### src/rtl/if_id_buffer.sv
// Fetch-to-decode decoupling buffer: circular FIFO of {PC, instruction, misaligned} entries.
// One-cycle fill latency, no bypass; fetch_ready_o comes only from registered occupancy.
module if_id_buffer #(
  parameter int XLEN  = 64,
  parameter int ILEN  = 32,
  parameter int DEPTH = 2
) (
  input  logic                       clk,
  input  logic                       reset,
  input  logic                       flush_i,
  input  logic                       fetch_valid_i,
  output logic                       fetch_ready_o,
  input  logic [XLEN-1:0]            fetch_pc_i,
  input  logic [ILEN-1:0]            fetch_instr_i,
  output logic                       decode_valid_o,
  input  logic                       decode_ready_i,
  output logic [XLEN-1:0]            decode_pc_o,
  output logic [ILEN-1:0]            decode_instr_o,
  output logic                       decode_misaligned_o,
  output logic [$clog2(DEPTH):0]     count_o
);

  localparam int PW = $clog2(DEPTH);
  localparam int CW = PW + 1;

  typedef struct packed {
    logic [XLEN-1:0] pc;
    logic [ILEN-1:0] instr;
    logic            misaligned;
  } entry_t;

  entry_t          mem_q [DEPTH];
  logic [PW-1:0]   wr_ptr_q, wr_ptr_d;
  logic [PW-1:0]   rd_ptr_q, rd_ptr_d;
  logic [CW-1:0]   count_q, count_d;
  logic            push, pop;
  entry_t          head;

  assign fetch_ready_o  = (count_q != CW'(DEPTH));
  assign decode_valid_o = (count_q != '0);

  // Flush suppresses both handshakes so the redirect wins over any transfer.
  assign push = fetch_valid_i && fetch_ready_o && !flush_i;
  assign pop  = decode_valid_o && decode_ready_i && !flush_i;

  always_comb begin
    wr_ptr_d = wr_ptr_q;
    rd_ptr_d = rd_ptr_q;
    count_d  = count_q;
    if (flush_i) begin
      wr_ptr_d = '0;
      rd_ptr_d = '0;
      count_d  = '0;
    end else begin
      if (push) wr_ptr_d = wr_ptr_q + PW'(1);
      if (pop)  rd_ptr_d = rd_ptr_q + PW'(1);
      if (push && !pop)      count_d = count_q + CW'(1);
      else if (pop && !push) count_d = count_q - CW'(1);
    end
  end

  always_ff @(posedge clk or posedge reset) begin
    if (reset) begin
      wr_ptr_q <= '0;
      rd_ptr_q <= '0;
      count_q  <= '0;
    end else begin
      wr_ptr_q <= wr_ptr_d;
      rd_ptr_q <= rd_ptr_d;
      count_q  <= count_d;
    end
  end

  // Storage is deliberately not reset; occupancy alone decides what is visible.
  always_ff @(posedge clk) begin
    if (push) begin
      mem_q[wr_ptr_q] <= '{pc: fetch_pc_i, instr: fetch_instr_i, misaligned: |fetch_pc_i[1:0]};
    end
  end

  always_comb begin
    head = '0;
    if (decode_valid_o) head = mem_q[rd_ptr_q];
  end

  assign decode_pc_o         = head.pc;
  assign decode_instr_o      = head.instr;
  assign decode_misaligned_o = head.misaligned;
  assign count_o             = count_q;

endmodule

### config.mk
export PLATFORM = sky130hd
export DESIGN_NAME = if_id_buffer
export DESIGN_NICKNAME = d
export VERILOG_FILES = /design/src/rtl/if_id_buffer.sv
export SDC_FILE = /design/constraint.sdc
export NUM_CORES = 1
export LEC_CHECK = 0
export ABC_AREA = 1
export BUFFER_PORTS_ARGS = -buffer_cell sky130_fd_sc_hd__buf_4
export CAP_MARGIN = 20
export CELL_PAD_IN_SITES_DETAIL_PLACEMENT = 0
export CELL_PAD_IN_SITES_GLOBAL_PLACEMENT = 1
export CORE_UTILIZATION = 42
export DETAILED_ROUTE_END_ITERATION = 8
export PLACE_DENSITY = 0.92
export SYNTH_ARGS = -nofsm -noshare
export SYNTH_HDL_FRONTEND = slang
export SYNTH_SLANG_ARGS = --single-unit
### constraint.sdc
create_clock -name clk -period 7.8 [get_ports clk]
set_input_delay 0.39 -clock clk [delete_from_list [all_inputs] [get_ports clk]]
set_output_delay 0.39 -clock clk [all_outputs]
set_load 0.03 [all_outputs]
## Yosys cells after proc, flatten, opt, wreduce, memory -nomap -nowiden

Memory sizes are Yosys's and may differ from the RTL's.
Index checks and enable logic that the tools add are counted.

- Register bits after elaboration: 4
- Bits in writable memories: 194
- Output and inout port bits: 101
- Memories: 1

- Add/sub/neg operators: 4
- Eq/ne operators: 1
- Muxes and demuxes: 10
- Reduce and logical (&&, ||, !) cells: 14

Memories:

| name | depth | bits a word | rd ports | clocked after memory_dff | wr ports | RTL line | text |
|---|---|---|---|---|---|---|---|
| mem_q | 2 | 97 | 1 | 0 | 1 | 32 | `entry_t mem_q [DEPTH];` |

Operator list:

| kind | count |
|---|---|
| $mux 97 | 1 |
| $logic_and 1x1->1 | 6 |
| $mux 1 | 6 |
| $mux 2 | 3 |
| $reduce_bool 2->1 | 3 |
| $logic_not 1->1 | 3 |
| $reduce_bool 3->1 | 1 |
| $add 1x1->1 const B | 2 |
| $add 2x1->2 const B | 1 |
| $ne 2x2->1 const B | 1 |
| $reduce_or 2->1 | 1 |
| $sub 2x1->2 const B | 1 |

## Logic depth before layout (Yosys ltp)

Gate-level depths: netlist of run 1.

- Depth after elaboration: 8
- Gate-level depth with buffers: 7

## Least setup slack after synthesis of run 1

Ideal clock, no wire load.

- Path type: register -> register
- Start: register count_q[0], in the netlist count_o[0]
- End: memory mem_q[0][0] in the netlist's numbering, enable pin
- Setup time: 0.554 ns
- Arrival time: 5.063 ns
- Required time: 7.246 ns
- Setup slack: 2.183 ns
- Stages on the path, launching flop included: 5
- Buffers on the path: 0
- Clock period less this slack: 5.617 ns
- Path through: dfrtp_1 > inv_2 > a21oi_1 > nand2_1 > nor2_1

- Longest elaborated chain between the ends: 5

Ends and longest elaborated chain:

| element | RTL line | text |
|---|---|---|
| start, declared | 35 | `logic [CW-1:0] count_q, count_d;` |
| start signal, assigned | 70 | `count_q <= count_d;` |
| $ne 2x2->1 | 39 | `assign fetch_ready_o = (count_q != CW'(DEPTH));` |
| $logic_and 1x1->1 (2 in series) | 43 | `assign push = fetch_valid_i && fetch_ready_o && !flush_i;` |
| $mux 1 | 76 | `if (push) begin` |
| $mux 1 (not written as such) | 77 | `mem_q[wr_ptr_q] <= '{pc: fetch_pc_i, instr: fetch_instr_i, misaligned: \|fetch_pc_i[1:0]};` |
| end, declared | 32 |  |

Every way passes these cells.

## Final worst setup path of run 1

- Start: register count_q[0], in the netlist count_o[0]
- End: output decode_pc_o[58]

- Longest elaborated chain between the ends: 2

Ends and longest elaborated chain:

| element | RTL line | text |
|---|---|---|
| $reduce_bool 2->1 | 40 | `assign decode_valid_o = (count_q != '0);` |
| $mux 97 | 83 | `if (decode_valid_o) head = mem_q[rd_ptr_q];` |
| end, declared | 17 | `output logic [XLEN-1:0] decode_pc_o,` |

Every way passes these cells.

==> impl_metrics.json, run 1 <==
{
  "worstHoldPathType": "primary input to register",
  "h-tree-depth": 4,
  "synthCells": 556,
  "period_needed_ns": 3.28,
  "nets": 852,
  "clock_skew_ns": 0.00901,
  "io_pins": 202,
  "first_pass_iters": 4,
  "async_flop_share": 0.0202,
  "seqCellArea_um2": 5930,
  "clock.fmax_ghz": 0.305,
  "rows": 48,
  "drtIter0Drc": 282,
  "antenna_found_initial": 0,
  "ys_seq_area_frac": 0.777,
  "synth_edf_count": 194,
  "grt.overflow.total": 0,
  "setup_violations": 0,
  "grt_setup_unrepaired": "no",
  "crit_path_end_kind": "output pin",
  "dieArea_um2": 18700,
  "crit_path_start_kind": "register",
  "worstMarginPinSlew_ns": 1.09,
  "path_clk_slew_ns": 0.07,
  "cts_made_buffers": 17,
  "place_congestion": 0.753,
  "cts_resized": 0,
  "synthesis.area_um2": 7620,
  "start_util": 0.435,
  "antenna_cells": 0,
  "max_slew_margin": 0.274,
  "finalSetupTns_ns": 0,
  "fill_cells": 1409,
  "whs_ns": 0.151,
  "final_cell_count_no_fill": 989,
  "dieWidth_um": 137,
  "dpl.cell_count": 954,
  "drive_gt1_frac": 0.356,
  "fp.coreArea_um2": 17500,
  "power_density_nw_per_um2": 268,
  "cp_max_fo": 56,
  "crit_required_ns": 7.41,
  "wirelength_mm": 15.6,
  "routedWlPerCell_um": 15.8,
  "r2r_cells": 6,
  "synth.most_common_cell": "nand2_1",
  "hold_depth": 1,
  "grt_pass1_vias": 4605,
  "timing_hold_violations_final": 0,
  "leakage_nw": 3.85,
  "syn_avg_cell_area_um2": 13.7,
  "ir_worst_vdd_uv": 147,
  "area.growth.synth_to_final_pct": 30.6,
  "yosys_warnings": 0,
  "synth_area_leaders": "edfxtp_1, nand2_1, a21oi_1",
  "clockBufferDepth": 2,
  "status": "finished clean",
  "cts_tree": "done",
  "synthDistinctLibCells": 18,
  "grt_first_pass_wirelength_mm": 23.4,
  "synth-seq-cells": 198,
  "multi_input_area_um2": 1480,
  "die_y_um": 137,
  "r2r-end": "mem_q[1][87]",
  "grt_max_degree": 100,
  "yosys.area.top_type_share": 0.764,
  "worstPathArrival_ns": 2.89,
  "yosys-top-cells-count": "nand2_1, edfxtp_1, a21oi_1, a21oi_2, buf_2",
  "grt_usage": 0.169,
  "synth_area_leader_cell": "edfxtp_1",
  "ant_nets": 0,
  "maxSlewViolCount": 0,
  "viasPerCell": 4.85,
  "drc_errors": 0,
  "io_buffers": 201,
  "r2r-start": "count_o[0]",
  "ys.flop_type": "edfxtp_1",
  "period_share": 0.420,
  "numClockSinks": 198,
  "num_vias": 4800,
  "clk_root_buffer_cell": "clkbuf_16",
  "cap_violations": 0,
  "crit_start": "count_o[0]",
  "dpl.hpwl_mm": 9.54,
  "path_class": "register to output pin",
  "clock_latency_ns": 0.42,
  "synth_fp_nets": 657,
  "ff2ff_setup_slack_ns": 5.23,
  "crit_end": "decode_pc_o[58]",
  "utilization": 0.568
}
-- through the flow --
| step | total power [mW] | instance area [um2] | setup slack (ns) |
|---|---|---|---|
| after floorplan | 1.57 | 7620 | 2.18 |
| after global placement | 1.75 | 9260 | 4.97 |
| final | 2.67 | 9950 | 4.52 |
| after CTS | 2.69 | 9900 | 4.48 |
| after global routing | 2.76 | 9950 | 4.28 |
| after detailed placement | 1.76 | 9260 | 4.96 |
-- cell usage in the layout, fill, tap and decap left out, types with 3 or more instances in the layout --
master / Yosys / final
nand2_1: 205 / 205
buf_4: 0 / 204
edfxtp_1: 194 / 194
a21oi_1: 69 / 69
a21oi_2: 30 / 30
clkbuf_16: 0 / 17
inv_1: 6 / 6
bufinv_16: 0 / 5
nand4_1: 4 / 4
nor2_4: 1 / 3
clkinv_1: 0 / 3
dfrtp_1: 4 / 3
-- per-layer routing --
layer	global-route usage	vias up	part of all wire
met5	0	-	0
met4	0.0759	0	0.024
met3	0.0415	27	0.053
met2	0.285	141	0.50
met1	0.204	2283	0.42
li1	-	2349	-
-- worst min-delay path by stage --
stage | end | from | slack [ns]
finish | mem_q[0][36] | fetch_pc_i[3] | 0.15
global route | mem_q[0][83] | fetch_pc_i[50] | 0.13
CTS | mem_q[1][45] | fetch_pc_i[12] | 0.13
detailed placement | count_o[0] | reset | 0.30
global placement | count_o[1] | reset | 0.29
floorplan | count_o[0] | reset | 0.16
-- state kept, by name, summed over array words and instances, names as in the netlist --
signal    flops
wr_ptr_q      1
rd_ptr_q      1
count_o       2
mem_q       194
-- worst max-delay path, cell delays in order (launching register included) --
cell and delay, ns:
dfrtp_1 0.48, nor2_4 0.82, buf_4 0.74, a21oi_1 0.11
buf_4 0.21
-- kinds of logic after synthesis --
kind of cell / share of synthesized area
flip-flops: 0.777
AND/OR/NAND/NOR: 0.111
buffers and inverters: 0.0304
AO/OA/AOI/OAI: 0.0816
-- power breakdown --
| group | internal [mW] | switching [mW] | leakage [nW] |
|---|---|---|---|
| registers | 1.22 | 0.0301 | 1.83 |
| logic | 0.168 | 0.321 | 1.71 |
| clock network | 0.569 | 0.363 | 0.308 |
| total | 1.95 | 0.714 | 3.85 |
-- what timing repair did --
action / 4_1_cts / 5_1_grt
setup buffers: 0 / 0
hold endpoints to repair: 4 / 0
hold buffers: 1 / 0
-- cell type report --
cell class	count	area share
clock buffer	19	0.0435
sequential	198	0.596
timing repair buffer	207	0.160
inverter	8	0.00327
clock inverter	13	0.0202
tap	225	0.0283
multi-input combinational	319	0.149
(Power assumes the default switching activity.)
==> run 2: changes to the inputs <==
- ABC_AREA: 1 -> 0
- CORE_UTILIZATION: 42 -> 39
- PLACE_DENSITY: 0.92 -> 0.88
- clock period: 7.8 -> 2.9 ns (I/O delays scaled with it)
==> run 2 against run 1 <==
Core utilization grew 1.4 points. Worst hold slack lost 0.12 ns. First-iteration DRC count shrank 18%.
==> impl_metrics.json, run 2 <==
{
  "worstHoldEndpoint": "count_o[1]",
  "synth_area_leaders": "edfxtp_1, mux2i_1, nor2_1",
  "dpl.hpwl_mm": 9.32,
  "grt_max_degree": 99,
  "grt_first_pass_wirelength_mm": 24.3,
  "timing_hold_violations_final": 0,
  "r2r_cells": 5,
  "setup_violations": 0,
  "ys_seq_area_frac": 0.782,
  "largest_register_ffs": 194,
  "crit_slowest_cell": "dfrtp_2",
  "synthCells": 438,
  "clock_skew_ns": 0.0155,
  "r2r-start": "count_o[1]",
  "crit_path_max_incr_delay_ns": 0.48,
  "h-tree-depth": 4,
  "synth.most_common_cell": "edfxtp_1",
  "ff2ff_setup_slack_ns": 1.04,
  "ys.flop_type": "edfxtp_1",
  "period_needed_ns": 1.95,
  "first_pass_iters": 4,
  "r2r-end": "mem_q[1][26]",
  "num_vias": 4686,
  "grt_usage": 0.161,
  "cts_tree": "done",
  "synth_fp_nets": 539,
  "most-common-layout-cells": "buf_4, edfxtp_1, nor2_1, mux2i_1, dlygate4sd3_1",
  "maxSlewViolCount": 0,
  "drc_errors": 0,
  "power_density_nw_per_um2": 607,
  "switching_share": 0.250,
  "internal-power_mw": 5.00,
  "antenna_cells": 0,
  "place_congestion": 0.729,
  "die_y_um": 141,
  "worstPathArrival_ns": 1.80,
  "ant_nets": 0,
  "synthDistinctLibCells": 24,
  "dieWidth_um": 141,
  "area.growth.synth_to_final_pct": 45.2,
  "yosys-top-cells-count": "edfxtp_1, mux2i_1, nor2_1, buf_2, buf_4",
  "dieArea_um2": 20000,
  "synth_edf_count": 194,
  "clockBufferDepth": 2,
  "syn_avg_cell_area_um2": 17.3,
  "final_cell_count_no_fill": 1014,
  "synth_area_leader_cell": "edfxtp_1",
  "yosys_warnings": 0,
  "crit_path_start_kind": "register",
  "start_util": 0.401,
  "path_class": "register to output pin",
  "numClockSinks": 198,
  "drtIter0Drc": 231,
  "hold_depth": 3,
  "synthesis.area_um2": 7570,
  "worstHoldPathType": "primary input to register",
  "cts_resized": 0,
  "dpl.cell_count": 884,
  "power_frac_comb": 0.156,
  "switchingPower_mw": 1.67,
  "whs_ns": 0.0300,
  "worstMarginPinSlew_ns": 0.542,
  "clkPwrFrac": 0.351,
  "fill_cells": 1456,
  "regMostFlops": "mem_q",
  "rows": 50,
  "max_slew_margin": 0.638,
  "cap_violations": 0,
  "placed_area_um2": 9420,
  "status": "finished clean",
  "final_common_cell": "buf_4",
  "clk_root_buffer_cell": "clkbuf_16",
  "cp_max_fo": 98,
  "grt_pass1_vias": 4885,
  "fp.coreArea_um2": 18900,
  "async_flop_share": 0.0202,
  "io_pins": 202,
  "crit_required_ns": 2.76,
  "clock.fmax_ghz": 0.513,
  "io_buffers": 201,
  "path_clk_slew_ns": 0.07,
  "crit_path_end_kind": "output pin",
  "drive_gt1_frac": 0.330,
  "path_cells": "nor2_4 -> buf_12 -> nor2_1 -> buf_4",
  "viasPerCell": 4.62,
  "cts_made_buffers": 17,
  "yosys.area.top_type_share": 0.769,
  "routedWlPerCell_um": 15.7,
  "min_from": "decode_ready_i",
  "clock_latency_ns": 0.43,
  "finalPower_mw": 6.67,
  "seqPwrFrac": 0.493,
  "period_share": 0.672,
  "grt_setup_unrepaired": "no",
  "grt.overflow.total": 0,
  "nets": 842,
  "wirelength_mm": 15.9,
  "antenna_found_initial": 0,
  "finalSetupTns_ns": 0,
  "leakage_nw": 4.08,
  "ir_worst_vdd_uv": 380,
  "fin_area_um2": 11000,
  "synth-seq-cells": 198
}
==> run 2: cell count changes after synthesis, sizes merged, moves of 4 or more <==
cell | before | now
nor2 | 5 | 99
mux2i | 0 | 98
nand2 | 206 | 1
a21oi | 99 | 4
nand4 | 4 | 0
inv | 8 | 4
buf | 31 | 21
==> run 2: what timing repair did <==
action | CTS | global route
hold endpoints to repair | 200 | 0
hold buffers | 98 | 0
buffers inserted | 0 | 0
==> run 2: layout make-up <==
| cell class | instances | area [um2] | area share |
|---|---|---|---|
| timing repair buffer | 305 | 2610 | 0.237 |
| clock buffer | 17 | 425 | 0.0387 |
| inverter | 4 | 17.5 | 0.00159 |
| multi-input combinational | 215 | 1510 | 0.137 |
| clock inverter | 15 | 173 | 0.0157 |
| sequential | 198 | 5930 | 0.540 |
| tap | 260 | 325 | 0.0296 |
==> run 2: power by group through the flow <==
stage	clock (mW)	sequential, mW	combinational [mW]
after detailed placement	0	3.35	0.931
final	2.34	3.29	1.04
after CTS	2.40	3.29	1.04
after global routing	2.52	3.29	1.10
after global placement	0	3.35	0.917
after floorplan	0	3.35	0.556
==> run 2: how the worst max path moves through the flow <==
| stage | from | endpoint | slack [ns] | depth (start not counted) |
|---|---|---|---|---|
| finish | count_o[0] | decode_instr_o[19] | 0.95 | 4 |
| global route | count_o[0] | decode_instr_o[28] | 0.86 | 4 |
| CTS | count_o[0] | decode_pc_o[59] | 0.93 | 4 |
| detailed placement | count_o[1] | mem_q[1][37] | 1.03 | 5 |
| global placement | count_o[1] | mem_q[1][30] | 1.09 | 5 |
| floorplan | count_o[1] | mem_q[1][0] | -0.90 | 4 |
==> run 2: stage by stage <==
stage | setup WS [ns] | util
2_1_floorplan | -0.897 | -
3_3_place_gp | 1.09 | 0.498
3_5_place_dp | 1.03 | 0.498
4_1_cts | 0.933 | 0.582
5_1_grt | 0.863 | 0.582
6_report | 0.953 | 0.582
==> run 2: cells by family (layout without fill, tap and decap cells) <==
group,Yosys count,count (layout),synth area share
muxes,98,98,0.130
AOI/OAI and AO/OA,8,8,0.00644
and+or+nand+nor,108,108,0.0578
buffers and inverters,25,341,0.0226
xor gates and xnor gates,1,1,0.00116
DFF,198,198,0.782
==> run 2: layer usage <==
metal  vias to the layer above  track usage  part of all wire
met5                         -            0                 0
met2                       170        0.291              0.53
met1                      2266        0.186              0.40
li1                       2229            -                 -
met3                        21       0.0354             0.050
met4                         0       0.0601             0.017
==> run 2: worst max-delay path: cells and delay by family (launching register included) <==
family	cells	cell delay [ns]
DFF	1	0.48
buffers and inverters	2	0.57
and+or+nand+nor	2	0.29
==> run 3: changes to the inputs <==
- clock period: 2.9 -> 1.7 ns (I/O delays scaled with it)
==> run 3 against run 2 <==
The run now ends with negative setup slack left. Cell count rose by 4.1%. Cell area rose by 8.3%. Sequential power is 71% higher. Routed wire length increased by 19%. Clock power up 77%. Sequential cell count unchanged. Register-to-register slack got worse by 1.0 ns. First-iteration DRC count is 20% higher. Worst hold slack improved by 0.013 ns. Power increased by 80%. Critical path depth increased by 1. Critical endpoint is now decode_pc_o[1]. Highest routed layer unchanged.
==> impl_metrics.json, run 3 (synthesized netlist as in run 2, its figures left out) <==
{
  "dieWidth_um": 141,
  "crit_path_start_kind": "register",
  "path_delay_family": "flip-flops",
  "r2r-end": "mem_q[0][4]",
  "period_needed_ns": 1.85,
  "grt_pass1_vias": 5026,
  "min_from": "fetch_valid_i",
  "largest_register_ffs": 194,
  "finalPower_mw": 12.0,
  "clock.fmax_ghz": 0.540,
  "rows": 50,
  "timing_hold_violations_final": 0,
  "regMostFlops": "mem_q",
  "ff2ff_setup_slack_ns": 0.03,
  "period_share": 1.09,
  "area.growth.synth_to_final_pct": 57.2,
  "final_common_cell": "buf_4",
  "drc_errors": 0,
  "cap_violations": 0,
  "dieArea_um2": 20000,
  "layout_setup_ws_ns": -0.153,
  "setup_violations": 98,
  "maxSlewViolCount": 0,
  "cts_made_buffers": 17,
  "num_vias": 4947,
  "crit_slowest_cell": "dfrtp_4",
  "cp_max_fo": 6,
  "max_slew_margin": 0.792,
  "nets": 883,
  "worstHoldEndpoint": "count_o[0]",
  "routedWlPerCell_um": 17.8,
  "grt_first_pass_wirelength_mm": 26.8,
  "path_clk_slew_ns": 0.07,
  "dpl.cell_count": 892,
  "h-tree-depth": 4,
  "crit_path_max_incr_delay_ns": 0.52,
  "grt_usage": 0.182,
  "utilization": 0.630,
  "placed_area_um2": 9500,
  "crit_required_ns": 1.62,
  "clockBufferDepth": 2,
  "r2r-start": "count_o[0]",
  "leakage_nw": 4.50,
  "numClockSinks": 198,
  "crit_buf_inv": 3,
  "cts_tree": "done",
  "io_pins": 202,
  "worstMarginPinSlew_ns": 0.303,
  "drive_gt1_frac": 0.389,
  "violations": "negative setup slack",
  "final_cell_count_no_fill": 1056,
  "first_pass_iters": 5,
  "die_y_um": 141,
  "dpl.hpwl_mm": 10.1,
  "fp.coreArea_um2": 18900,
  "hold_depth": 3,
  "drtIter0Drc": 278,
  "ir_worst_vdd_uv": 640,
  "start_util": 0.401,
  "fin_area_um2": 11900,
  "clock_skew_ns": 0.0127,
  "path_class": "register to output pin",
  "place_ws_ns": 0.0666,
  "r2r_cells": 7,
  "wirelength_mm": 18.8,
  "antenna_found_initial": 1,
  "viasPerCell": 4.68,
  "io_buffers": 201,
  "crit_path_end_kind": "output pin",
  "place_congestion": 0.784,
  "most-common-layout-cells": "buf_4, edfxtp_1, dlygate4sd3_1, nor2_1, mux2i_1",
  "clk_root_buffer_cell": "clkbuf_16",
  "grt_max_degree": 53,
  "clock_latency_ns": 0.42,
  "ant_nets": 0,
  "worstPathArrival_ns": 1.77,
  "status": "finished, violations left",
  "path_cells": "buf_12 -> buf_16 -> mux2i_1 -> nor2_1 -> buf_4",
  "grt.overflow.total": 0,
  "power_density_nw_per_um2": 1010,
  "grt_setup_unrepaired": "yes",
  "worstHoldPathType": "primary input to register"
}
## run 3: power breakdown
group	total, mW	leakage, nW	switching [mW]	internal, mW
logic	2.26	2.37	1.16	1.10
clock network	4.14	0.301	1.68	2.46
registers	5.61	1.83	0.0515	5.56
total	12.0	4.50	2.89	9.12
## run 3: worst reg2reg max path, cell delays in order (launching register included)
cell,delay [ns]
dfrtp_2,0.38
buf_4,0.11
buf_4,0.10
nor2b_4,0.04
inv_4,0.07
nand2_4,0.06
nor3_4,0.22
buf_12,0.31
## run 3: timing repair
| item | CTS | global route |
|---|---|---|
| gates cloned | 10 | 8 |
| gates resized for setup | 36 | 39 |
| endpoints found under the hold margin | 202 | 0 |
| hold buffers | 99 | 0 |
| pin swaps | 4 | 7 |
| setup buffers | 13 | 4 |
| endpoints found under the setup margin | 98 | 188 |
## run 3: how the worst max path moves through the flow
| stage | slack (ns) | from | cells after the start | endpoint |
|---|---|---|---|---|
| finish | -0.15 | rd_ptr_q | 5 | decode_pc_o[1] |
| global route | -0.21 | rd_ptr_q | 5 | decode_pc_o[42] |
| CTS | -0.13 | rd_ptr_q | 5 | decode_instr_o[0] |
| detailed placement | 0.07 | count_o[1] | 5 | mem_q[1][32] |
| global placement | 0.1 | count_o[1] | 5 | mem_q[1][10] |
| floorplan | -2.10 | count_o[1] | 4 | mem_q[1][0] |
## run 3: routing by layer
metal,up-vias,routed length (um),track usage
met5,-,0,0
met4,0,209,0.0538
met3,17,1250,0.0425
met2,202,9530,0.312
met1,2405,7830,0.229
li1,2323,-,-
## run 3: final cells by class
class                           instances  area [um2]
Clock inverter                         13         178
Antenna cell                            1        2.50
Timing Repair Buffer                  346        3410
Inverter                                4        17.5
Tap cell                              260         325
Fill cell                            1323        6990
Clock buffer                           19         433
Sequential cell                       198        5930
Multi-Input combinational cell        215        1610
## run 3: metrics by stage
step	setup TNS [ns]	hold WS, ns
floorplan	-387.74	-0.149
global placement	0	-0.0218
detailed placement	0	-0.00762
CTS	-9.42	0.00993
global route	-19.84	0.0511
finish	-8.43	0.0427
